===== src/rtl/rob_commit_pkg.sv =====
// Shared types for the reorder-buffer commit stage.
// Holds data/register widths and the ROB entry layout.
package rob_commit_pkg;

  localparam int DATA_W     = 32;
  localparam int REG_ADDR_W = 5;

  typedef struct packed {
    logic                  valid;
    logic                  done;
    logic                  wen;
    logic [REG_ADDR_W-1:0] dest;
    logic [DATA_W-1:0]     data;
  } rob_entry_t;

endpackage


===== src/rtl/rob_commit.sv =====
// In-order commit stage: allocates tags, takes out-of-order
// completions, retires head entries into the register bank.
//
// Ports:
//   clk, rst_n                       clock, sync active-low reset
//   alloc_valid/dest/wen             allocation request
//   alloc_ready, alloc_tag           free-slot flag and tail tag (comb)
//   cpl_valid/tag/data               result completion
//   regwrite, writereg, writedata    bank write port (registered)
//   count                            occupancy (registered)
module rob_commit
  import rob_commit_pkg::*;
#(
  parameter int DEPTH = 8,
  parameter int TAG_W = $clog2(DEPTH)
) (
  input  logic                  clk,
  input  logic                  rst_n,
  input  logic                  alloc_valid,
  input  logic [REG_ADDR_W-1:0] alloc_dest,
  input  logic                  alloc_wen,
  output logic                  alloc_ready,
  output logic [TAG_W-1:0]      alloc_tag,
  input  logic                  cpl_valid,
  input  logic [TAG_W-1:0]      cpl_tag,
  input  logic [DATA_W-1:0]     cpl_data,
  output logic                  regwrite,
  output logic [REG_ADDR_W-1:0] writereg,
  output logic [DATA_W-1:0]     writedata,
  output logic [TAG_W:0]        count
);

  localparam logic [TAG_W:0] FULL = (TAG_W+1)'(DEPTH);
  localparam logic [TAG_W:0] ONE  = (TAG_W+1)'(1);

  rob_entry_t         q [DEPTH];
  logic [TAG_W-1:0]   head;
  logic [TAG_W-1:0]   tail;
  logic               do_alloc;
  logic               do_cpl;
  logic               do_ret;
  rob_entry_t         hd;

  assign alloc_ready = (count != FULL);
  assign alloc_tag   = tail;
  assign hd          = q[head];

  // Retire uses pre-edge done, so a completion to the head
  // entry only becomes visible to retire on the next edge.
  assign do_alloc = alloc_valid && alloc_ready;
  assign do_cpl   = cpl_valid && q[cpl_tag].valid
                    && !q[cpl_tag].done;
  assign do_ret   = hd.valid && hd.done;

  always_ff @(posedge clk) begin
    if (!rst_n) begin
      for (int i = 0; i < DEPTH; i++) begin
        q[i] <= '0;
      end
      head      <= '0;
      tail      <= '0;
      count     <= '0;
      regwrite  <= 1'b0;
      writereg  <= '0;
      writedata <= '0;
    end else begin
      if (do_cpl) begin
        q[cpl_tag].done <= 1'b1;
        q[cpl_tag].data <= cpl_data;
      end
      if (do_ret) begin
        q[head].valid <= 1'b0;
        q[head].done  <= 1'b0;
        head          <= head + TAG_W'(1);
      end
      // Tail and head never coincide with a live alloc and a
      // retire, so these writes never hit the same entry.
      if (do_alloc) begin
        q[tail].valid <= 1'b1;
        q[tail].done  <= 1'b0;
        q[tail].wen   <= alloc_wen;
        q[tail].dest  <= alloc_dest;
        tail          <= tail + TAG_W'(1);
      end
      unique case ({do_alloc, do_ret})
        2'b10:   count <= count + ONE;
        2'b01:   count <= count - ONE;
        default: count <= count;
      endcase
      regwrite <= do_ret && hd.wen && (hd.dest != '0);
      if (do_ret) begin
        writereg  <= hd.dest;
        writedata <= hd.data;
      end
    end
  end

endmodule


===== config.mk =====
export PLATFORM = sky130hd
export DESIGN_NAME = rob_commit
export DESIGN_NICKNAME = d
export VERILOG_FILES = /design/src/rtl/rob_commit_pkg.sv /design/src/rtl/rob_commit.sv
export SDC_FILE = /design/constraint.sdc
export NUM_CORES = 1
export LEC_CHECK = 0
export BUFFER_PORTS_ARGS = -buffer_cell sky130_fd_sc_hd__clkbuf_2
export CAP_MARGIN = 25
export CORE_MARGIN = 5
export CORE_UTILIZATION = 45
export CTS_BUF_LIST = sky130_fd_sc_hd__clkbuf_2 sky130_fd_sc_hd__clkbuf_4 sky130_fd_sc_hd__clkbuf_8
export DETAILED_ROUTE_END_ITERATION = 7
export GPL_TIMING_DRIVEN = 0
export SLEW_MARGIN = 5
export SYNTH_ARGS = -nofsm -noshare
export SYNTH_HDL_FRONTEND = slang
export SYNTH_SLANG_ARGS = --single-unit

===== constraint.sdc =====
create_clock -name clk -period 3 [get_ports clk]
set_input_delay 0.75 -clock clk [delete_from_list [all_inputs] [get_ports clk]]
set_output_delay 0.75 -clock clk [all_outputs]
set_load 0.01 [all_outputs]

==> results.py <==
metrics = {
    "sta": {
        "fin_skew_ns": 0.0270,
        "slew_headroom_pct": 30.5,
        "hold_violations": 0,
        "fin_crit_sh_pct": 97.1,
        "period_minus_slack_ns": 2.91,
        "fin_ws_ns": 0.0873,
        "max_slew.worst_pin.slew_ns": 1.03,
        "clock.fmax_ghz": 0.343,
        "maxSlewViolCount": 0,
        "fin_setup_tns_ns": 0,
        "rsz0062_at_grt": "no",
        "setup_viol": 0,
    },
    "synthesis": {
        "async_reset_ff_share_pct": 0,
        "ys_types": 53,
        "syn-cell-area_sq_um": 16700,
        "syn_nets": 1176,
        "seq_area_frac_synth_pct": 62.6,
        "syn_avg_cell_area_sq_um": 14.8,
        "synth-seq-cells": 371,
        "synthFlopType": "edfxtp_1",
        "synthTopCellsByArea": "edfxtp_1 (55%), mux4_2 (11%), dfxtp_1 (8.0%)",
        "synth_top_area_share_pct": 54.6,
        "synth_top_cell_by_area": "edfxtp_1",
        "synth_edf_count": 304,
        "syn_inst": 1127,
        "ys_warn_count": 0,
    },
    "detailed_routing": {
        "ant_nets": 0,
        "vias_per_cell": 5.63,
        "drtIter0Drc": 707,
        "drc": 0,
        "wl_mm": 43.7,
        "dr.pass1.iters": 6,
        "vias": 10194,
        "wl_per_cell_um": 24.1,
    },
    "setup_path": {
        "slowest_delay_ns": 0.68,
        "criticalPathCategory": "in2reg",
        "path_buf_inv": 2,
        "crit_arrival_ns": 3.20,
        "cp_slowest_cell": "nor3_2",
        "cp_max_fo": 17,
        "start_kind": "primary input",
        "worstPathRequired_ns": 3.29,
        "cpLargestDelayFamily": "simple AND/OR/NAND/NOR gates",
        "end_kind": "flop",
        "cp_cell_sequence": "buf_4, mux2i_1, mux4_2, nand3_1, nor3_2, nand2b_2, buf_16",
    },
    "cells_and_area": {
        "final_cell_area_sq_um": 19300,
        "fillers": 3142,
        "stdcell_count": 1810,
        "syn2layout_area_growth_pct": 15.2,
        "fin_nets": 1342,
        "multi_input_area_sq_um": 5770,
        "drive_gt1_share_pct": 28.6,
        "seq_area_sq_um": 10500,
    },
    "floorplan": {
        "pin_count": 91,
        "start_util_pct": 45.7,
        "row_count": 70,
        "die_h_um": 203,
        "design.core.area_sq_um": 36600,
        "die-area_sq_um": 41100,
        "die_width_um": 203,
    },
    "placement": {
        "dp_hpwl_mm": 29.1,
        "placedInstanceArea_sq_um": 18000,
        "portBuffers": 86,
        "gp_congestion": 0.856,
        "dpl_worst_slack_ns": -0.503,
        "dp.cells": 1690,
    },
    "clocking": {
        "cts_buffers": 66,
        "path_clk_slew_ns": 0.06,
        "cts_buffer_depth": 3,
        "clock_sink_count": 371,
        "cts-root-buf": "clkbuf_8",
        "cts_tree": "yes",
        "insertion_delay_ns": 0.60,
        "htreeDepth": 3,
    },
    "job": {
        "cap_violations": 0,
    },
    "pwr": {
        "p_per_area_nw_per_um2": 563,
        "ir_drop_uv": 346,
        "finalPower_w": 0.0108,
        "power.leakage_nw": 7.34,
    },
    "grt": {
        "grt_max_degree": 23,
        "grt_pass1_vias": 10731,
        "overflow": 0,
        "grt_use_total_pct": 21.4,
        "grt_pass1_wl_mm": 66.4,
        "antenna_found_initial": 2,
    },
    "worst_hold_path": {
        "hold_path_class": "reg2reg",
    },
    "status": {
        "status": "completed",
    },
}
cell type report:
class	instances	share of cell area [%]
Multi-Input combinational cell	662	30.0
Timing Repair Buffer	100	3.44
Sequential cell	371	54.3
Inverter	5	0.110
Antenna cell	2	0.0260
Tap cell	468	3.04
Clock inverter	16	0.364
Clock buffer	99	6.23
Buffer	87	2.47
logic make-up after synthesis:
logic type / synth area share [%]
multiplexers: 13.7
AO/OA/AOI/OAI: 4.31
XOR/XNOR: 0.262
buffers and inverters: 3.01
AND/OR/NAND/NOR: 15.8
adder cells (fa/ha/maj): 0.299
flip-flops: 62.6
what timing repair did:
item                                    in CTS  in global routing
gates cloned                                 0                  0
pin swaps                                    0                  0
resized for setup                            2                  1
endpoints found under the setup margin       3                  1
hold buffers                                 0                  0
setup buffers                                1                  1
state kept, by name, indices dropped and copies added (netlist names), named ones only:
| register | cells |
|---|---|
| regwrite | 1 |
| writereg | 5 |
| q | 320 |
| head | 3 |
| writedata | 32 |
| count | 4 |
| alloc_tag | 3 |
stage by stage:
stage / hold WS [ns] / utilization (%)
2_1_floorplan: 0.457 / -
4_1_cts: 0.484 / 52.5
5_1_grt: 0.509 / 52.6
3_3_place_gp: 0.472 / 48.5
3_5_place_dp: 0.476 / 49.1
6_report: 0.480 / 52.6
worst register-to-register path, cell delays in order (launching register included):
cell and delay [ns]:
dfxtp_1 0.33, mux2i_1 0.20, mux4_2 0.31, nand3_1 0.12, nor3_2 0.68, nand2b_2 0.67
buf_16 0.24
per-layer routing:
metal / routed length [um] / part of all wire [%] / vias to the layer above / global-route usage (%)
met1: 18900 / 43 / 5190 / 29.5
li1: - / - / 4612 / -
met4: 956 / 2.2 / 2 / 6.35
met5: 7 / 0.016 / - / 0
met2: 21300 / 49 / 320 / 34.7
met3: 2510 / 5.7 / 70 / 4.28
cells in the final DEF (no fill, tap or decap), types with 5 or more instances in the layout:
master / n
nand3_1: 6
clkbuf_1: 50
a211oi_2: 29
clkbuf_4: 26
o21ai_0: 10
and2_1: 189
clkbuf_2: 86
nand4_1: 7
nor2_1: 62
buf_4: 7
mux2i_1: 43
a31o_2: 8
a21oi_1: 7
buf_16: 5
buf_6: 15
and3_1: 129
nand2_1: 24
buf_2: 19
a211oi_1: 8
mux4_2: 81
clkbuf_8: 73
edfxtp_1: 304
dfxtp_1: 66
clkinv_1: 13
cell usage after synthesis, types with 2 or more instances:
| master | count |
|---|---|
| buf_2 | 15 |
| nand4b_1 | 2 |
| and2_0 | 2 |
| nand3_1 | 6 |
| nand3b_1 | 2 |
| nor2_1 | 62 |
| a211oi_2 | 29 |
| edfxtp_1 | 304 |
| nor2b_1 | 3 |
| buf_1 | 2 |
| xor2_1 | 3 |
| a21oi_1 | 7 |
| and3_1 | 129 |
| o21ai_0 | 10 |
| mux2i_1 | 43 |
| a211oi_1 | 8 |
| clkbuf_1 | 52 |
| nor3_1 | 3 |
| xnor2_1 | 2 |
| dfxtp_1 | 67 |
| nand2b_1 | 7 |
| and2_1 | 189 |
| o211ai_1 | 2 |
| ha_1 | 4 |
| nand4_1 | 7 |
| a221oi_2 | 3 |
| mux4_2 | 81 |
| nand2_1 | 28 |
| and3_4 | 2 |
| o221a_2 | 3 |
| buf_6 | 15 |
| inv_1 | 3 |
| buf_4 | 5 |
| a31o_2 | 8 |
worst paths after layout:
kind | start | endpoint | slack, ns | depth (start not counted)
max | cpl_tag[2] | q[6][10] | 0.09 | 7
min | count[3] | count[3] | 0.48 | 2
max reg2reg | q[5][38] | q[6][10] | 0.13 | 6
min reg2reg | count[3] | count[3] | 0.48 | 2
power by group:
part | total (W) | switching [W] | internal (W)
registers | 0.00578 | 0.0000538 | 0.00572
logic | 0.000500 | 0.000329 | 0.000171
clock network | 0.00457 | 0.00203 | 0.00254
total | 0.0108 | 0.00241 | 0.00843
Note: power is estimated with default switching activity, not from simulation.
